`src/rtl/mem_arb_pkg.sv`:
```
// Shared types and constants for the icache/data memory-port arbiter.
package mem_arb_pkg;

    // Arbiter FSM states
    typedef enum logic [1:0] {
        IDLE  = 2'd0,
        IBUSY = 2'd1,
        DBUSY = 2'd2
    } arb_state_t;

    // Owner of a grant decided in IDLE
    typedef enum logic {
        OWN_I = 1'b0,
        OWN_D = 1'b1
    } owner_t;

    // Store code driven to memory on fetch transactions
    localparam logic [1:0] MWRITE_NONE = 2'b00;

    // Fetch-side address/data width
    localparam int unsigned IADR_W = 32;

endpackage

```
`src/rtl/mem_arb_wdog.sv`:
```
// Per-transaction watchdog: counts busy cycles since the grant and flags
// the busy cycle in which TIMEOUT cycles have already elapsed.
module mem_arb_wdog
    import mem_arb_pkg::*;
#(
    parameter int unsigned TIMEOUT = 255
) (
    input  logic clk,
    input  logic reset,
    input  logic clr,
    input  logic run,
    output logic expired
);

    localparam int unsigned CW = $clog2(TIMEOUT + 1);

    logic [CW-1:0] wait_cnt;

    // Count busy cycles; expired is registered so it is high exactly when wait_cnt==TIMEOUT
    always_ff @(posedge clk or negedge reset) begin
        if (!reset) begin
            wait_cnt <= '0;
            expired  <= 1'b0;
        end else if (clr || !run) begin
            wait_cnt <= '0;
            expired  <= 1'b0;
        end else if (!expired) begin
            wait_cnt <= wait_cnt + CW'(1);
            expired  <= (wait_cnt == CW'(TIMEOUT - 1));
        end
    end

endmodule

```
`src/rtl/mem_arbiter.sv`:
```
// mem_arbiter: shares one memory port between icache refill (I) and CPU data (D).
// D has fixed priority, bounded by a starvation counter for pending fetches;
// a watchdog aborts transactions the memory never answers.
// Optional build macro: ARB_PERF_CNT_EN adds grant/abort performance counters.
module mem_arbiter
    import mem_arb_pkg::*;
#(
    parameter int unsigned N          = 64,
    parameter int unsigned STARVE_MAX = 4,
    parameter int unsigned TIMEOUT    = 255
) (
    input  logic              clk,
    input  logic              reset,
    input  logic              i_req,
    input  logic [IADR_W-1:0] i_adr,
    output logic [IADR_W-1:0] i_rdata,
    output logic              i_val,
    output logic              i_abort,
    input  logic              d_req,
    input  logic [N-1:0]      d_adr,
    input  logic [N-1:0]      d_wdata,
    input  logic [1:0]        d_write,
    output logic [N-1:0]      d_rdata,
    output logic              d_val,
    output logic              d_abort,
    output logic              m_req,
    output logic [N-1:0]      m_adr,
    output logic [N-1:0]      m_wdata,
    output logic [1:0]        m_write,
`ifdef ARB_PERF_CNT_EN
    output logic [31:0]       perf_igrant,
    output logic [31:0]       perf_dgrant,
    output logic [31:0]       perf_abort,
`endif
    input  logic [N-1:0]      m_rdata,
    input  logic              m_val
);

    localparam int unsigned    SW         = $clog2(STARVE_MAX + 1);
    localparam logic [SW-1:0]  STARVE_TOP = SW'(STARVE_MAX);

    arb_state_t        state;
    arb_state_t        state_nxt;
    owner_t            grant_own;
    logic              grant;
    logic              busy;
    logic              expired;
    logic              i_elig;
    logic              d_elig;
    logic [SW-1:0]     starve_cnt;
    logic [SW-1:0]     starve_nxt;

    logic [IADR_W-1:0] i_rdata_nxt;
    logic              i_val_nxt;
    logic              i_abort_nxt;
    logic [N-1:0]      d_rdata_nxt;
    logic              d_val_nxt;
    logic              d_abort_nxt;
    logic              m_req_nxt;
    logic [N-1:0]      m_adr_nxt;
    logic [N-1:0]      m_wdata_nxt;
    logic [1:0]        m_write_nxt;

    // A requester whose completion/abort pulse is showing this cycle is not a new request
    assign i_elig = i_req && !i_val && !i_abort;
    assign d_elig = d_req && !d_val && !d_abort;
    assign busy   = (state != IDLE);

    mem_arb_wdog #(
        .TIMEOUT (TIMEOUT)
    ) u_wdog (
        .clk     (clk),
        .reset   (reset),
        .clr     (grant),
        .run     (busy),
        .expired (expired)
    );

    // State register
    always_ff @(posedge clk or negedge reset) begin
        if (!reset) begin
            state <= IDLE;
        end else begin
            state <= state_nxt;
        end
    end

    // Next state and grant decision; D wins unless a pending fetch has been starved out
    always_comb begin
        state_nxt = state;
        grant     = 1'b0;
        grant_own = OWN_D;
        case (state)
            IDLE: begin
                if (d_elig && !(i_elig && (starve_cnt == STARVE_TOP))) begin
                    grant     = 1'b1;
                    grant_own = OWN_D;
                    state_nxt = DBUSY;
                end else if (i_elig) begin
                    grant     = 1'b1;
                    grant_own = OWN_I;
                    state_nxt = IBUSY;
                end
            end
            IBUSY, DBUSY: begin
                if (m_val || expired) begin
                    state_nxt = IDLE;
                end
            end
            default: state_nxt = IDLE;
        endcase
    end

    // Next values of the registered outputs and the starvation counter
    always_comb begin
        i_rdata_nxt = i_rdata;
        i_val_nxt   = 1'b0;
        i_abort_nxt = 1'b0;
        d_rdata_nxt = d_rdata;
        d_val_nxt   = 1'b0;
        d_abort_nxt = 1'b0;
        m_req_nxt   = m_req;
        m_adr_nxt   = m_adr;
        m_wdata_nxt = m_wdata;
        m_write_nxt = m_write;
        starve_nxt  = starve_cnt;

        if (grant) begin
            m_req_nxt = 1'b1;
            if (grant_own == OWN_D) begin
                m_adr_nxt   = d_adr;
                m_wdata_nxt = d_wdata;
                m_write_nxt = d_write;
                if (i_req) begin
                    starve_nxt = (starve_cnt == STARVE_TOP) ? starve_cnt : starve_cnt + SW'(1);
                end else begin
                    starve_nxt = '0;
                end
            end else begin
                m_adr_nxt   = N'(i_adr);
                m_wdata_nxt = '0;
                m_write_nxt = MWRITE_NONE;
                starve_nxt  = '0;
            end
        end else if (busy) begin
            // Completion beats a same-cycle timeout
            if (m_val) begin
                m_req_nxt = 1'b0;
                if (state == IBUSY) begin
                    i_val_nxt   = 1'b1;
                    i_rdata_nxt = m_rdata[IADR_W-1:0];
                end else begin
                    d_val_nxt   = 1'b1;
                    d_rdata_nxt = m_rdata;
                end
            end else if (expired) begin
                m_req_nxt = 1'b0;
                if (state == IBUSY) begin
                    i_abort_nxt = 1'b1;
                end else begin
                    d_abort_nxt = 1'b1;
                end
            end
        end
    end

    // Output and counter registers
    always_ff @(posedge clk or negedge reset) begin
        if (!reset) begin
            i_rdata    <= '0;
            i_val      <= 1'b0;
            i_abort    <= 1'b0;
            d_rdata    <= '0;
            d_val      <= 1'b0;
            d_abort    <= 1'b0;
            m_req      <= 1'b0;
            m_adr      <= '0;
            m_wdata    <= '0;
            m_write    <= MWRITE_NONE;
            starve_cnt <= '0;
        end else begin
            i_rdata    <= i_rdata_nxt;
            i_val      <= i_val_nxt;
            i_abort    <= i_abort_nxt;
            d_rdata    <= d_rdata_nxt;
            d_val      <= d_val_nxt;
            d_abort    <= d_abort_nxt;
            m_req      <= m_req_nxt;
            m_adr      <= m_adr_nxt;
            m_wdata    <= m_wdata_nxt;
            m_write    <= m_write_nxt;
            starve_cnt <= starve_nxt;
        end
    end

`ifdef ARB_PERF_CNT_EN
    // Free-running grant and timeout counters, wrapping at 2^32
    always_ff @(posedge clk or negedge reset) begin
        if (!reset) begin
            perf_igrant <= '0;
            perf_dgrant <= '0;
            perf_abort  <= '0;
        end else begin
            if (grant && (grant_own == OWN_I)) begin
                perf_igrant <= perf_igrant + 32'd1;
            end
            if (grant && (grant_own == OWN_D)) begin
                perf_dgrant <= perf_dgrant + 32'd1;
            end
            if (busy && !m_val && expired) begin
                perf_abort <= perf_abort + 32'd1;
            end
        end
    end
`endif

endmodule

```
`config.mk`:
```
export PLATFORM = sky130hd
export DESIGN_NAME = mem_arbiter
export DESIGN_NICKNAME = d
export VERILOG_FILES = /design/src/rtl/mem_arb_pkg.sv /design/src/rtl/mem_arb_wdog.sv /design/src/rtl/mem_arbiter.sv
export SDC_FILE = /design/constraint.sdc
export NUM_CORES = 1
export LEC_CHECK = 0
export BUFFER_PORTS_ARGS = -buffer_cell sky130_fd_sc_hd__buf_4
export CAP_MARGIN = 0
export CELL_PAD_IN_SITES_DETAIL_PLACEMENT = 1
export CELL_PAD_IN_SITES_GLOBAL_PLACEMENT = 1
export CORE_AREA = 2 2 177 179
export DETAILED_ROUTE_END_ITERATION = 8
export DIE_AREA = 0 0 179 181
export PLACE_DENSITY_LB_ADDON = 0.08
export SLEW_MARGIN = 20
export SYNTH_ARGS = -nofsm -noshare
export SYNTH_HDL_FRONTEND = slang
export SYNTH_HIERARCHICAL = 1
export SYNTH_SLANG_ARGS = --single-unit
```
`constraint.sdc`:
```
create_clock -name clk -period 2.5 [get_ports clk]
set_clock_uncertainty 0.1 [all_clocks]
set_input_delay 0.5 -clock clk [delete_from_list [all_inputs] [get_ports clk]]
set_output_delay 0.5 -clock clk [all_outputs]
set_load 0.03 [all_outputs]
```
======== After elaboration in Yosys (flattened, before gate mapping) ========
Cells that the tools add are included.
word-level totals
  flip-flop bits (word level) ............. 245
  output and inout bits ................... 231
  word-level logic and storage cells ...... 90
  input bits .............................. 231
operators by class
  bitwise logic cells ..................... 2
  reductions and logical operators ........ 24
  mux-type cells .......................... 40
  $add $sub $neg .......................... 2
  equality and inequality tests ........... 8
operators with widths
  kind                                                              number
  64-bit 2-to-1 mux                                                 2
  1-bit 2-to-1 mux                                                  28
  8-bit 2-to-1 mux                                                  2
  3-bit 2-to-1 mux                                                  3
  8-bit by 1-bit adder with 8-bit output (second input constant)    1
  8-bit == test (second input constant)                             1
  2-bit 2-to-1 mux                                                  4
  4-bit AND reduction                                               2
  1-bit logical AND                                                 6
  1-bit logical NOT                                                 6
  3-bit inequality test (second input constant)                     2
  2-bit AND reduction                                               3
  2-bit inequality test (second input constant)                     2
  2-bit case mux with 2 select lines                                1
  2-bit nonzero test                                                2
  3-bit by 1-bit adder with 3-bit output (second input constant)    1
  3-bit == test (second input constant)                             1
  3-bit nonzero test                                                1
  2-bit by 1-bit == test with 1-bit output (second input constant)  1
  2-bit == test (second input constant)                             1
  2-bit logical NOT                                                 1
  1-bit logical OR                                                  2
  1-bit inverter                                                    2
  2-bit OR reduction                                                1

======== Logic depth before layout (Yosys ltp) ========
Gate-level depths: netlist of the first run.
  depth after elaboration ................. 10
  depth in mapped cells ................... 9
  gate-level depth less buffers ........... 7

======== Modules after synthesis ========
The synthesis of the first run kept the hierarchy.
modules (own cells, without submodules)
  module        cells each  sequential area each (µm²)  area an instance (µm²)  instances
  mem_arbiter   859         5905.7                      9499.1                  1
  mem_arb_wdog  44          225.2                       452.9                   1

======== Least setup slack after synthesis of the first run ========
OpenSTA, ideal clock, no wires.
  path kind ............................... reg2reg
  start ................................... register state[0]
  end ..................................... register d_rdata[0]
  required time ........................... 2.275 ns
  data arrival time ....................... 1.827 ns
  setup time .............................. 0.125 ns
  stages on the path, launching flop included .. 8
  path buffers ............................ 3
  period minus slack after synthesis ...... 2.052 ns
  setup slack ............................. 0.448 ns
  cell sequence ........................... dfrtp_1 inv_1 ha_1 clkbuf_1 nor3b_1 buf_2 buf_2 mux2_2
on the way
  word-level cells in the longest chain between the ends .. 4
  elaborated cells between the ends (all ways) .. 7
  classes of those cells .................. 1 x eq/ne; 1 x mux; 2 x bitwise; 3 x reduce/logical
ends and longest elaborated chain
  element                                   line                RTL
  start: declaration                        mem_arbiter.sv:42   arb_state_t state;
  start signal: assignment                  mem_arbiter.sv:84   state <= state_nxt;
  2-bit logical NOT                         mem_arbiter.sv:93   case (state)
  1-bit 2-to-1 mux                          mem_arbiter.sv:93
  1-bit inverter (no source line)           n/a
  4-bit AND reduction (no source line) (*)  n/a
  end signal: assignment                    mem_arbiter.sv:185  d_rdata <= d_rdata_nxt;
  end: declaration                          mem_arbiter.sv:23   output logic [N-1:0] d_rdata,
Mark *: on every way between the ends. The rest lies on a longest branch, timed or not.
A chain may end at the register's enable or synchronous reset.

======== Worst setup path in the final report of the first run ========
  start ................................... register state[1]
  end ..................................... register i_rdata[4]
on the way
  word-level cells in the longest chain between the ends .. 4
  elaborated cells between the ends (all ways) .. 6
  classes of those cells .................. 1 x eq/ne; 1 x mux; 1 x bitwise; 3 x reduce/logical
ends and longest elaborated chain
  element                                   line                RTL
  2-bit logical NOT                         mem_arbiter.sv:93
  1-bit 2-to-1 mux                          mem_arbiter.sv:93
  1-bit inverter (no source line)           n/a
  4-bit AND reduction (no source line) (*)  n/a
  end signal: assignment                    mem_arbiter.sv:182  i_rdata <= i_rdata_nxt;
  end: declaration                          mem_arbiter.sv:16   output logic [IADR_W-1:0] i_rdata,
Marked as above.

==> flow_summary.toml, run 1 <==
[worst_setup_path]
worstSetupEndpointType = "flop"
critical_path_arrival_ns = 2.39
timing.critical_path.fanout_max = 11
critical-path-max-stage-delay_ns = 0.42
worstPathRequired_ns = 2.82
start_kind = "flop"
setup.worst_path.class = "flop to flop"
crit_path_cell_trace = "inv_1, ha_1, o21ai_4, and3_2, buf_4, mux2_4"
slowest_cp_cell = "ha_1"

[clock_tree]
ctsLongestPathBuffers = 3
numClockSinks = 245
clk_root_buffer_cell = "clkbuf_16"
cts.clk_slew.worst_paths_ns = 0.06
htree_num_levels = 1
cts_buffers = 29
tritoncts = "done"
clkLatencyLatePin_ns = 0.53

[timing]
final-max-slew-violation-count = 0
max_slew.worst_pin.slew_ns = 0.5056
totalNegativeSetupSlack_ns = 0
period_share = 0.8295
fmax_mhz = 482.2
min_period_ns = 2.074
hold-worst-slack_ns = 0.08163
report.final.hold_viol_count = 0
setup_violations = 0
layout_setup_ws_ns = 0.4262
unrepaired_setup_endpoints_after_global_routing = "false"
relSlewSlack = 0.6629

[power]
power_per_cell_area_nw_per_um2 = 1534
power.ir.vdd_worst_uv = 642.9
power.static_leakage_nw = 7.679
design_power_total_mw = 22.96

[job]
max_cap_violations = 0

[layout]
final_cell_area_um2 = 14970
final-seq-area_um2 = 6131
final_cells = 1776
post_route_cells_drive_above_1_share = 0.4601
multi_input_area_um2 = 3541
n_antenna_cell = 0
layout.filler_cells = 3403
final_nets = 1595
final_cell_mix = "468 x buf_4, 245 x dfrtp_1, 232 x nand2_1, 102 x nand3_1, 75 x a21oi_1"
layout_utilization = 0.4933
final_common_cell = "buf_4"
area_delta_synth_final_pct = 50.43

[place]
place_congestion = 0.7807
io_buffer_count = 461
pre_cts_ws_ns = 0.3124
placement.cell_area_um2 = 13940
placed_cells_incl_taps = 1721
hpwl_um = 25650

[floorplan]
placementRows = 64
design.die.area_um2 = 32400
die_height_um = 181
die_w_um = 179
core_area_um2 = 30350
floorplan.initialDensity = 0.3279
pin_count = 462

[routing]
drt-wirelength-per-cell_um = 19.85
ant_nets = 0
drt_pre_antenna_iters = 4
drc = 0
num_vias = 8435
detail_route.wirelength_um = 35260
count_of_routing_violations_after_the_opening_detailed_route_iteration = 356
vias_per_cell = 4.749

[synth]
yosysWarnings = 6
ys_seq_elements = 245
synthArstFlopShare = 1.000
dominantRegCellSynth = "dfrtp_1"
synthDistinctLibCells = 42
synthCells = 903
sequential_element_share_of_the_synthesized_area = 0.6160
syn_nets = 1141
postSynthAreaPerCell_um2 = 11.02
number_of_enable_flip_flop_cells_after_synthesis = 0
syn-cell-area_um2 = 9952

[global_route]
grt_first_pass_wirelength_um = 53180
overflow_after_grt = 0
grt_use_total = 0.2112
first_global_vias = 9112
grt_start_max_net_pins = 104
grt_antenna_before_repair = 0

[status]
outcome = "finished, final reports clean"

[worst_hold_path]
worstHoldPathType = "input pin to flop"
-- sequential cells by signal, summed over array words and instances (netlist names) --
name             cells
d_val                1
starve_cnt           3
i_val                1
d_abort              1
m_write              2
state                2
i_abort              1
d_rdata             64
u_wdog/expired       1
m_adr               64
i_rdata             32
m_wdata             64
m_req                1
u_wdog/wait_cnt      8
-- path summary, 6_finish.rpt --
kind / from / end / slack, ns / depth (start not counted)
worst max-delay path: state[1] / i_rdata[4] / 0.43 / 6
worst min-delay path: d_wdata[2] / m_wdata[2] / 0.08 / 3
worst max register to register: state[1] / i_rdata[4] / 0.43 / 6
worst min register to register: m_wdata[54] / m_wdata[54] / 0.37 / 2
max in group asynchronous: reset / m_wdata[60] / 1.13 / 3
min in group asynchronous: reset / m_wdata[53] / 0.36 / 2
-- final cells by class --
type | count | area share
clock inverter | 7 | 0.006185
inverter | 7 | 0.001922
multi-input combinational | 593 | 0.2365
timing repair buffer | 481 | 0.2511
sequential | 245 | 0.4095
tap | 396 | 0.03310
clock buffer | 47 | 0.06168
-- cell usage after synthesis (3+ instances only) --
library cell | count | area share
a21oi_1 | 75 | 0.038
buf_2 | 23 | 0.012
buf_6 | 4 | 0.0045
clkbuf_1 | 30 | 0.011
dfrtp_1 | 245 | 0.62
ha_1 | 7 | 0.0088
inv_1 | 6 | 0.0023
mux2_2 | 66 | 0.075
mux2_4 | 30 | 0.045
nand2_1 | 232 | 0.088
nand3_1 | 102 | 0.051
nor2_1 | 40 | 0.015
o21ai_0 | 6 | 0.0030
or3_1 | 3 | 0.0019
-- layer usage --
layer / wire length [um] / vias up / track usage / part of all wire
met5: 0 / - / 0 / 0
met4: 1011 / 0 / 0.06309 / 0.029
met3: 3294 / 50 / 0.06692 / 0.093
met2: 17020 / 332 / 0.3575 / 0.48
met1: 13930 / 4130 / 0.2557 / 0.40
li1: - / 3923 / - / -
-- power breakdown --
group | total (mW) | internal [mW] | switching (mW)
registers | 6.89 | 5.84 | 1.05
logic | 11.7 | 4.39 | 7.28
clock network | 4.40 | 2.72 | 1.68
-- worst max-delay path: cells and delay by family, from the launching register on --
family | cells | cell delay, ns
adders and majority gates | 1 | 0.42
DFF | 1 | 0.36
buffers and inverters | 2 | 0.33
muxes | 1 | 0.32
and+or+nand+nor | 1 | 0.28
AOI/OAI and AO/OA | 1 | 0.16
-- cell families (layout without fill, tap and decap cells) --
family | Yosys count | after routing | synth area share
buffers and inverters | 65 | 542 | 0.03042
XOR/XNOR | 3 | 3 | 0.002641
AO/OA/AOI/OAI | 91 | 91 | 0.04928
flip-flops | 245 | 245 | 0.6160
multiplexers | 96 | 96 | 0.1199
AND/OR/NAND/NOR | 396 | 396 | 0.1729
adder cells (fa/ha/maj) | 7 | 7 | 0.008800
-- what timing repair did --
| item | in CTS | in global routing |
|---|---|---|
| setup buffers | 0 | 0 |
| gates resized for setup | 0 | 0 |
| endpoints found under the hold margin | 46 | 0 |
| hold buffers | 1 | 0 |
(Power assumes the default switching activity.)
==> run 2: changes to the inputs <==
--- a/config.mk
+++ b/config.mk
@@ -9,9 +9,10 @@
 export CAP_MARGIN = 0
 export CELL_PAD_IN_SITES_DETAIL_PLACEMENT = 1
 export CELL_PAD_IN_SITES_GLOBAL_PLACEMENT = 1
-export CORE_AREA = 2 2 177 179
+export CORE_ASPECT_RATIO = 2
+export CORE_MARGIN = 1
+export CORE_UTILIZATION = 31
 export DETAILED_ROUTE_END_ITERATION = 8
-export DIE_AREA = 0 0 179 181
 export PLACE_DENSITY_LB_ADDON = 0.08
 export SLEW_MARGIN = 20
 export SYNTH_ARGS = -nofsm -noshare
==> constraint.sdc (replaced) <==
create_clock -name clk -period 1.8 [get_ports clk]
set_clock_uncertainty 0.1 [all_clocks]
set_input_delay 0.36 -clock clk [delete_from_list [all_inputs] [get_ports clk]]
set_output_delay 0.36 -clock clk [all_outputs]
set_load 0.03 [all_outputs]
==> flow_summary.toml, run 2 (synthesized netlist as in run 1, its figures left out) <==
[worst_setup_path]
worstSetupEndpointType = "flop"
worst_r2r_path_depth = 7
start_kind = "flop"
critical_path.reg2reg.startpoint = "d_abort"
reg2reg_to = "m_adr[29]"
critPathLaunch = "d_abort"
worstPathRequired_ns = 2.14
critical_path_arrival_ns = 2.28
setup.worst_path.end = "m_adr[29]"
r2r_slack_ns = -0.14
timing.critical_path.fanout_max = 8
setup.worst_path.class = "flop to flop"

[timing]
period_share = 1.080
max_slew.worst_pin.slew_ns = 0.4335
setup_violations = 195
fmax_mhz = 514.4
relSlewSlack = 0.7070
report.final.hold_viol_count = 0
final-max-slew-violation-count = 0
hold-worst-slack_ns = 0.02649
layout_setup_ws_ns = -0.1440
min_period_ns = 1.944
unrepaired_setup_endpoints_after_global_routing = "true"

[floorplan]
floorplan.initialDensity = 0.3155
design.die.area_um2 = 32870
core_area_um2 = 31540
die_w_um = 128.7
die_height_um = 255.4
pin_count = 462
placementRows = 92

[routing]
vias_per_cell = 4.783
drc = 0
ant_nets = 0
num_vias = 9839
detail_route.wirelength_um = 44970
drt_pre_antenna_iters = 4
drt-wirelength-per-cell_um = 21.86
count_of_routing_violations_after_the_opening_detailed_route_iteration = 376

[clock_tree]
ctsLongestPathBuffers = 3
htree_num_levels = 1
tritoncts = "done"
clkLatencyLatePin_ns = 0.53
cts_buffers = 25
clk_root_buffer_cell = "clkbuf_16"
numClockSinks = 245
cts.clk_slew.worst_paths_ns = 0.07

[status]
violations = "setup timing"
outcome = "finished, violations left"

[global_route]
grt_start_max_net_pins = 54
overflow_after_grt = 0
global_route.peak_usage_layer = "met2"
grt_antenna_before_repair = 4
global_route.usage.met2 = 0.4422
grt_first_pass_wirelength_um = 59560
globalRouteMet3Util = 0.05235
first_global_vias = 10480
use_met1 = 0.2428
grt_use_total = 0.2350

[layout]
largestRegisters = "d_rdata (64), m_adr (64), m_wdata (64)"
layout.filler_cells = 3388
final_nets = 1851
final_cell_mix = "484 x buf_4, 241 x dfrtp_1, 205 x nand2_1, 196 x dlygate4sd3_1, 95 x mux2_4"
area_delta_synth_final_pct = 87.62
final_common_cell = "buf_4"
post_route_cells_drive_above_1_share = 0.4828

[power]
power.static_leakage_nw = 9.271
power.ir.vdd_worst_uv = 1024
design_power_total_mw = 35.28
power_per_cell_area_nw_per_um2 = 1889

[job]
max_cap_violations = 0

[worst_hold_path]
worstHoldPathType = "input pin to flop"

[place]
hpwl_um = 26270
place_congestion = 0.7793
io_buffer_count = 461
[run 2: changes by cell type in the layout (fill, tap and decap cells not counted), moves of 9 or more]
cell / delta
nand2_4: +12
a21oi_2: +25
mux2_4: +65
a21oi_1: -25
mux2_2: -65
dlygate4sd3_1: +195
nand2_1: -27
nand3_1: -38
clkbuf_8: -9
buf_12: +15
buf_4: +16
nand2_2: +15
clkbuf_16: +14
nand3_2: +30
[run 2: how the worst min path moves through the flow]
stage	from	slack, ns	endpoint	cells after the start
after floorplan	reset	-0.04	d_abort	0
after global placement	reset	0.18	d_rdata[61]	1
after detailed placement	reset	0.18	d_rdata[61]	1
after CTS	i_adr[7]	0.004	m_adr[7]	3
after global routing	m_rdata[21]	0.01	d_rdata[21]	2
final	i_adr[27]	0.03	m_adr[27]	3
[run 2: critical path, cell delays in order, from the launching register on]
cell       delay [ns]
dfrtp_2          0.41
or3b_4           0.43
o211ai_4         0.22
buf_12           0.16
buf_12           0.15
clkbuf_16        0.17
nand2_1          0.06
a21oi_1          0.16
[run 2: layout make-up]
type	instances	area, um^2	share of cell area
Antenna cell	4	10.01	0.0005361
Clock buffer	36	706.9	0.03786
Clock inverter	8	126.4	0.006768
Inverter	7	38.79	0.002077
Multi-Input combinational cell	593	4300	0.2303
Sequential cell	245	6136	0.3286
Tap cell	423	529.3	0.02835
Timing Repair Buffer	741	6824	0.3655
[run 2: metrics by stage]
stage	area (um^2)	instances	setup TNS, ns	setup WS [ns]	util
floorplan	10030	903	-3.760	-0.08194	-
global placement	14440	1784	-0.7823	-0.03091	0.4578
detailed placement	14440	1784	-3.560	-0.06102	0.4578
CTS	17250	2023	-3.024	-0.07259	0.5470
global route	18670	2057	-19.25	-0.1852	0.5920
finish	18670	2057	-8.064	-0.1440	0.5920
[run 2: repair_timing]
item	4_1_cts	5_1_grt
hold endpoints to repair	460	1
pin swaps	0	102
buffers inserted	0	10
gates cloned	0	19
hold buffers	195	1
gates resized for setup	4	211
endpoints found under the setup margin	124	214
[run 2: metal layers]
layer,share of wire,vias up
li1,-,4443
met1,0.34,4921
met2,0.55,381
met3,0.063,94
met4,0.046,0
met5,0,-
[run 2: power by group]
| part | internal (mW) | switching (mW) | leakage, nW |
|---|---|---|---|
| Combinational | 8.52 | 11.5 | 5.90 |
| Sequential | 8.11 | 1.64 | 2.97 |
| Clock | 3.17 | 2.30 | 0.402 |
| Total | 19.8 | 15.5 | 9.27 |
